===== src/rtl/regfile_dump_unit_if.sv =====
// Output word stream of regfile_dump_unit: one register word plus its index per
// valid/ready transfer.
interface regfile_dump_unit_if #(
   parameter int WIDTH = 32,
   parameter int IDXW  = 5
);
   logic             out_valid;
   logic             out_ready;
   logic [WIDTH-1:0] out_data;
   logic [IDXW-1:0]  out_index;

   modport master (output out_valid, output out_data, output out_index, input out_ready);
   modport slave  (input out_valid, input out_data, input out_index, output out_ready);
endinterface


===== src/rtl/regfile_dump_unit.sv =====
// Snapshots a flattened register file on start, then streams it out one word per
// handshake with its index while accumulating a running checksum.
module regfile_dump_unit #(
   parameter int NUM_REGS  = 32,
   parameter int WIDTH     = 32,
   parameter bit SKIP_ZERO = 1'b0
) (
   input  logic                      clk,
   input  logic                      reset,
   input  logic                      start,
   input  logic [NUM_REGS*WIDTH-1:0] registers,
   regfile_dump_unit_if.master       out_if,
   output logic                      busy,
   output logic                      done,
   output logic [WIDTH-1:0]          checksum
);
   localparam int IDXW = (NUM_REGS > 1) ? $clog2(NUM_REGS) : 1;
   localparam logic [IDXW-1:0] LAST_IDX = IDXW'(NUM_REGS - 1);

   typedef enum logic [1:0] {IDLE, SEND, DONE} state_t;

   state_t           state_q, state_d;
   logic [IDXW-1:0]  index_q, index_d;
   logic [WIDTH-1:0] checksum_q, checksum_d;
   logic [WIDTH-1:0] snapshot_q [NUM_REGS];

   logic [WIDTH-1:0] curWord;
   logic             presentWord;
   logic             transfer;
   logic             capture;

   // Valid depends only on registered state, so out_ready never reaches out_valid.
   always_comb begin
      curWord     = snapshot_q[index_q];
      presentWord = (state_q == SEND) && (!SKIP_ZERO || (curWord != '0));
      transfer    = presentWord && out_if.out_ready;
      capture     = (state_q == IDLE) && start;
      state_d     = state_q;
      index_d     = index_q;
      checksum_d  = checksum_q;
      case (state_q)
         IDLE: begin
            if (start) begin
               state_d    = SEND;
               index_d    = '0;
               checksum_d = '0;
            end
         end
         SEND: begin
            // A suppressed zero word advances exactly like a completed transfer.
            if (transfer || !presentWord) begin
               if (transfer) begin
                  checksum_d = checksum_q + curWord;
               end
               if (index_q == LAST_IDX) begin
                  state_d = DONE;
               end else begin
                  index_d = index_q + IDXW'(1);
               end
            end
         end
         DONE: begin
            state_d = IDLE;
         end
         default: begin
            state_d = IDLE;
         end
      endcase
   end

   always_ff @(posedge clk or posedge reset) begin
      if (reset) begin
         state_q    <= IDLE;
         index_q    <= '0;
         checksum_q <= '0;
      end else begin
         state_q    <= state_d;
         index_q    <= index_d;
         checksum_q <= checksum_d;
      end
   end

   always_ff @(posedge clk or posedge reset) begin
      if (reset) begin
         for (int i = 0; i < NUM_REGS; i++) begin
            snapshot_q[i] <= '0;
         end
      end else if (capture) begin
         for (int i = 0; i < NUM_REGS; i++) begin
            snapshot_q[i] <= registers[i*WIDTH +: WIDTH];
         end
      end
   end

   assign out_if.out_valid = presentWord;
   assign out_if.out_data  = (state_q == SEND) ? curWord : '0;
   assign out_if.out_index = (state_q == SEND) ? index_q : '0;
   assign busy             = (state_q != IDLE);
   assign done             = (state_q == DONE);
   assign checksum         = checksum_q;
endmodule


===== src/flat_wrapper.sv =====
// flat-port wrapper written by rule: the top's interface ports become plain ports
module regfile_dump_unit_flat 
#(
   parameter int NUM_REGS  = 32,
   parameter int WIDTH     = 32,
   parameter bit SKIP_ZERO = 1'b0
)
  (clk, reset, start, registers, busy, done, checksum, out_if_out_valid, out_if_out_data, out_if_out_index, out_if_out_ready);
  regfile_dump_unit_if #(.WIDTH(WIDTH), .IDXW(5)) out_if_i ();
  input  logic clk;
  input  logic reset;
  input  logic start;
  input  logic [NUM_REGS*WIDTH-1:0] registers;
  output logic busy;
  output logic done;
  output logic [WIDTH-1:0] checksum;
  output wire logic [$bits(out_if_i.out_valid)-1:0] out_if_out_valid;
  output wire logic [$bits(out_if_i.out_data)-1:0] out_if_out_data;
  output wire logic [$bits(out_if_i.out_index)-1:0] out_if_out_index;
  input wire logic [$bits(out_if_i.out_ready)-1:0] out_if_out_ready;
  assign out_if_out_valid = out_if_i.out_valid;
  assign out_if_out_data = out_if_i.out_data;
  assign out_if_out_index = out_if_i.out_index;
  assign out_if_i.out_ready = out_if_out_ready;
  regfile_dump_unit #(.NUM_REGS(NUM_REGS), .WIDTH(WIDTH), .SKIP_ZERO(SKIP_ZERO)) u_core (.clk(clk), .reset(reset), .start(start), .registers(registers), .out_if(out_if_i), .busy(busy), .done(done), .checksum(checksum));
endmodule

===== config.mk =====
export PLATFORM = sky130hd
export DESIGN_NAME = regfile_dump_unit_flat
export DESIGN_NICKNAME = d
export VERILOG_FILES = /design/src/rtl/regfile_dump_unit_if.sv /design/src/rtl/regfile_dump_unit.sv /design/src/flat_wrapper.sv
export SDC_FILE = /design/constraint.sdc
export NUM_CORES = 2
export LEC_CHECK = 0
export CAP_MARGIN = 10
export CORE_AREA = 2 2 426 428
export CTS_CLUSTER_DIAMETER = 150
export DETAILED_ROUTE_END_ITERATION = 7
export DIE_AREA = 0 0 428 430
export GPL_TIMING_DRIVEN = 1
export PLACE_DENSITY = 0.5
export SYNTH_ARGS = -nofsm -noshare
export SYNTH_HDL_FRONTEND = slang
export SYNTH_SLANG_ARGS = --single-unit

===== constraint.sdc =====
create_clock -name clk -period 60.3 [get_ports clk]
set_input_delay 9.045 -clock clk [delete_from_list [all_inputs] [get_ports clk]]
set_output_delay 9.045 -clock clk [all_outputs]
set_load 0.01 [all_outputs]

# After elaboration in Yosys (flattened, before gate mapping)
# Index checks and enable logic that the tools add are counted.
op_classes:
  add_sub_neg: 2
  magnitude_cmp: 1
  n_eq_ne: 8
  n_mux: 17
  bitwise: 1
  reduce_logical: 10
op_table:
  columns: ["operator", "count"]
  rows:
  - ["32-bit two-way mux", 6]
  - ["32-bit binary-select mux with 5-bit select", 1]
  - ["32-bit one-hot mux with 2 select lines", 1]
  - ["32-bit adder", 1]
  - ["5-bit two-way mux", 4]
  - ["5-bit one-hot mux with 2 select lines", 1]
  - ["4-bit AND reduction", 2]
  - ["6-bit >= comparator (second input constant)", 1]
  - ["2-bit two-way mux", 3]
  - ["2-bit by 1-bit != test with 1-bit output (second input constant)", 3]
  - ["5-bit NOT with 6-bit output", 1]
  - ["5-bit by 1-bit adder with 5-bit output (second input constant)", 1]
  - ["5-bit equality test (second input constant)", 1]
  - ["2-bit != test (second input constant)", 2]
  - ["2-bit one-hot mux with 2 select lines", 1]
  - ["2-bit nonzero test", 2]
  - ["3-bit AND reduction", 1]
  - ["2-bit by 1-bit equality test with 1-bit output (second input constant)", 1]
  - ["2-bit equality test (second input constant)", 1]
  - ["1-bit logical AND", 2]
  - ["2-bit zero test", 1]
  - ["1-bit zero test", 1]
  - ["1-bit logical OR", 1]
word_totals:
  regBits: 1063
  in_bits: 1028
  out_inout_bits: 72
  word_cells: 74

# Longest topological paths before layout
logic_depth:
  depth_word: 8
  mapped_depth: 18
  depth_no_buf: 14

# Worst setup path before layout
# Ideal clock, no wire load.
synth_path:
  kind: "reg-to-output"
  from: "register u_core.index_q[1]"
  to: "output port out_if_out_data[0]"
  arrival_time_ns: 2.468
  t_required_ns: 51.255
  setup_slack_ns: 48.787
  path_stages_with_launch: 9
  n_path_buf: 4
  cell_sequence: "dfrtp_1 > buf_6 > buf_6 > clkbuf_1 > clkbuf_1 > mux4_2 > mux4_2 > mux2_2 > and2_1"
synth_via:
  elab_chain_len: 5
synth_rtl:
  columns: ["element", "line", "text"]
  rows:
  - ["start, declared", "regfile_dump_unit.sv:23", "logic [IDXW-1:0] index_q, index_d;"]
  - ["start signal, assigned", "regfile_dump_unit.sv:78", "index_q <= index_d;"]
  - ["5-bit NOT with 6-bit output (not written as such)", "regfile_dump_unit.sv:34", "curWord = snapshot_q[index_q];"]
  - ["32-bit binary-select mux with 5-bit select", "regfile_dump_unit.sv:34", null]
  - ["32-bit two-way mux (not written as such) (2 in a row)", "regfile_dump_unit.sv:34", null]
  - ["32-bit two-way mux", "regfile_dump_unit.sv:96", "assign out_if.out_data = (state_q == SEND) ? curWord : '0;"]
  - ["end, declared", "flat_wrapper.sv:18", "output wire logic [$bits(out_if_i.out_data)-1:0] out_if_out_data;"]
# Every way passes these cells. The select of a mux whose other input is x is not followed.

# Final worst setup path
layout_path:
  from: "register u_core.index_q[0]"
  to: "output port out_if_out_data[6]"
# Same word-level chain as after synthesis.

==> impl_metrics.json <==
{
  "run_status": "finished clean",
  "worst_path_dominant_cell_family": "buffers and inverters",
  "final_period_minus_worst_setup_slack_ps": 15700,
  "fill_cells": 18200,
  "r2r_start": "u_core.index_q[0]$_DFFE_PP0P_",
  "synth_fp_nets": 6215,
  "timing.final.setup_violations": 0,
  "drv_cap": 0,
  "totalNegativeSetupSlack_ps": 0,
  "synth_area_leader_cell": "sky130_fd_sc_hd__dfrtp_1",
  "die_w_um": 428,
  "cts_htree_levels": 4,
  "p_comb_share_pct": 37.2,
  "hold_start": "u_core.snapshot_q[193]$_DFFE_PP0P_",
  "final_common_cell": "sky130_fd_sc_hd__nand2_1",
  "rsz0062_at_grt": "no",
  "worstSetupPathType": "reg -> out",
  "timing.critical_path.mode_cell": "sky130_fd_sc_hd__buf_4",
  "grt_overflow": 0,
  "synth_edf_count": 0,
  "crit_end_element": "primary output",
  "cp_data_arrival_time_ps": 6650,
  "postSynthCellCount": 5153,
  "worstSetupStartpointType": "register",
  "worst-endpoint-required_ps": 51250,
  "synthesized_area_divided_by_synthesized_cell_count_um2": 9.56,
  "cts.reportedPaths.clkPinSlew_ps": 60,
  "synth_flop_cell": "sky130_fd_sc_hd__dfrtp_1",
  "postCtsSetupBuffers": 0,
  "power_frac_seq_pct": 36.4,
  "sw_frac_of_total_pct": 38.4,
  "share_of_cells_above_drive_strength_1_pct": 9.90,
  "initial_cell_density_of_the_core_pct": 27.4,
  "cts_num_sinks": 1063,
  "hold_viol": 0,
  "layout.cells.most_common_list": "sky130_fd_sc_hd__nand2_1 (3114), sky130_fd_sc_hd__clkdlybuf4s50_1 (1099), sky130_fd_sc_hd__dfrtp_1 (1058), sky130_fd_sc_hd__mux4_2 (319), sky130_fd_sc_hd__clkbuf_16 (141)",
  "number_of_global_route_vias_before_repair": 41600,
  "cp_num_buf_inv": 4,
  "area_growth_pct": 36.4,
  "routedWlPerCell_um": 29.0,
  "clkLatencyLatePin_ps": 810,
  "hold-worst-slack_ps": 466,
  "maximum_fanout_count_along_the_critical_path": 43,
  "leakagePower_nw": 31.8,
  "crit_start": "u_core.index_q[0]$_DFFE_PP0P_",
  "crit_path_cell_trace": "buf_4 > buf_4 > buf_4 > mux4_2 > mux4_2 > mux2_2 > and2_1 > clkdlybuf4s50_1",
  "cts_buffer_depth": 3,
  "holdPathStages": 2,
  "synthArstFlopShare_pct": 100,
  "grt_max_degree": 237,
  "antenna_found_initial": 142,
  "drt_first_iter_violations": 4201,
  "hold_buffers": 0,
  "tightestPinTransition_ps": 1340,
  "powerDensity_nw_per_um2": 47.8,
  "critical-path-slowest-cell": "sky130_fd_sc_hd__dfrtp_4",
  "syn-cell-area_um2": 49300,
  "tritoncts.num_buffers": 134,
  "vias": 42700,
  "timing.reg2reg.worst_path_depth": 16,
  "maxClockFrequency_mhz": 63.7,
  "timing.critical_path.slowest_cell_delay_ps": 920,
  "count_of_buffers_from_port_buffering": 1099,
  "synth-seq-area-share_pct": 54.0,
  "detail_route.drc_violations": 0,
  "slew_viol_final": 0,
  "via_per_inst": 4.92,
  "synthesis.yosys.warnings": 0,
  "ir_worst_vdd_uv": 23.9,
  "row_count": 156,
  "design.portCount": 1100,
  "post_cts.resized_instances": 0,
  "grt_pass1_wl_um": 341000,
  "top_cells_by_area_in_the_synthesized_netlist": "sky130_fd_sc_hd__dfrtp_1 (54%), sky130_fd_sc_hd__nand2_1 (24%), sky130_fd_sc_hd__mux4_2 (15%)",
  "hold_class": "reg -> reg",
  "first_pass_iters": 7,
  "global_placer_s_final_weighted_congestion": 0.965,
  "grt_use_total_pct": 26.7,
  "cts.root.buffer_cell": "sky130_fd_sc_hd__clkbuf_16",
  "finalCritPeriodShare_pct": 26.0,
  "half_perimeter_wire_length_of_the_detailed_placement_result_um": 193000,
  "slew_headroom_pct": 10.4,
  "nets": 7174,
  "cts_tree": "done",
  "worst-path-stages": 8,
  "p_clk_share_pct": 26.4,
  "overall_routed_net_length_um": 251000,
  "synth_cell_type_count": 52,
  "synth.top_cell.area_share_pct": 54.0,
  "coreArea_um2": 180000,
  "power.internal_w": 0.00198,
  "die-height_um": 430,
  "switching_power_w": 0.00123,
  "postSynthRegisterBits": 1063,
  "die_area_um2": 184000,
  "clock_skew_ps": 34.0,
  "route.antenna.remaining_nets": 0
}
[tightest hold or removal path, cell delays in order, from the launching register on]
cell	delay [ps]
sky130_fd_sc_hd__dfrtp_1	330
sky130_fd_sc_hd__nand2_1	50
sky130_fd_sc_hd__nand2_1	50
[registers in the layout (all words and copies together), names as in the netlist]
name               cells
u_core.snapshot_q   1024
u_core.index_q         5
u_core.checksum       32
u_core.state_q         2
[stage by stage]
| stage | total power [W] | setup slack [ps] | instances | util (%) | cell area, µm² |
|---|---|---|---|---|---|
| after floorplan | 0.00177 | 21330 | 5153 | - | 49300 |
| after global placement | 0.00235 | 45360 | 8346 | 34.7 | 62400 |
| after detailed placement | 0.00237 | 45240 | 8346 | 34.7 | 62400 |
| after CTS | 0.00323 | 44380 | 8582 | 37.3 | 67000 |
| after global routing | 0.00336 | 44180 | 8646 | 37.4 | 67200 |
| final | 0.00321 | 44600 | 8667 | 37.4 | 67200 |
[cell usage after synthesis, types with 7 or more instances]
library cell                  n
sky130_fd_sc_hd__clkbuf_1   248
sky130_fd_sc_hd__a21o_1      12
sky130_fd_sc_hd__dfrtp_1   1063
sky130_fd_sc_hd__inv_1       12
sky130_fd_sc_hd__xor2_1      13
sky130_fd_sc_hd__a21oi_1     32
sky130_fd_sc_hd__o21bai_1     8
sky130_fd_sc_hd__ha_1        33
sky130_fd_sc_hd__mux2_2      32
sky130_fd_sc_hd__o21ai_0     37
sky130_fd_sc_hd__buf_6       10
sky130_fd_sc_hd__nand2_1   3115
sky130_fd_sc_hd__nor2_1      21
sky130_fd_sc_hd__buf_2       26
sky130_fd_sc_hd__and3_1       7
sky130_fd_sc_hd__mux4_2     319
sky130_fd_sc_hd__xnor2_1     11
sky130_fd_sc_hd__and2_1      38
sky130_fd_sc_hd__buf_1       34
[logic make-up (layout without fill, tap and decap cells)]
group,Yosys count,count (layout),share of synthesized area (%)
and+or+nand+nor,3218,3218,24.9
DFF,1063,1063,54.0
muxes,357,357,15.5
buffers and inverters,331,1390,2.75
AOI/OAI and AO/OA,126,126,1.58
adders and majority gates,34,34,0.878
xor gates and xnor gates,24,24,0.427
other,0,85,0
[power groups by stage]
| stage | clock (W) | combinational (W) | sequential (W) |
|---|---|---|---|
| global placement | 0 | 0.00118 | 0.00117 |
| finish | 0.000847 | 0.00120 | 0.00117 |
| CTS | 0.000863 | 0.00120 | 0.00116 |
| detailed placement | 0 | 0.00120 | 0.00117 |
| global route | 0.000892 | 0.00128 | 0.00119 |
| floorplan | 0 | 0.000716 | 0.00105 |
[path summary, 6_finish.rpt]
path / end / slack (ps)
max in group asynchronous: u_core.snapshot_q[771]$_DFFE_PP0P_ / 47450
min reg2reg: u_core.snapshot_q[193]$_DFFE_PP0P_ / 470
min in group asynchronous: u_core.snapshot_q[680]$_DFFE_PP0P_ / 8750
min: u_core.snapshot_q[193]$_DFFE_PP0P_ / 470
max: out_if_out_data[6] / 44600
max reg2reg: u_core.checksum[31]$_DFFE_PP0P_ / 51900
[layout make-up]
| type | instances | area, µm² | area share (%) |
|---|---|---|---|
| diodes | 85 | 213 | 0.316 |
| clock buffers | 199 | 4090 | 6.08 |
| clock inverters | 37 | 509 | 0.758 |
| inverters | 12 | 52.6 | 0.0782 |
| multi-input cells | 3759 | 21300 | 31.8 |
| flip-flops and latches | 1063 | 26600 | 39.6 |
| well taps | 2370 | 2970 | 4.41 |
| repair buffers | 1142 | 11400 | 17.0 |
[routing by layer]
layer | vias to the layer above | routed length [µm] | part of all wire, % | track usage [%]
met5 | - | 203 | 0.081 | 0
met4 | 30 | 13000 | 5.2 | 14.1
met3 | 471 | 16900 | 6.7 | 5.67
met2 | 1806 | 114000 | 45 | 40.2
met1 | 21700 | 107000 | 43 | 36.1
li1 | 18600 | - | - | -
No activity file was read; power rests on OpenSTA's default activity.
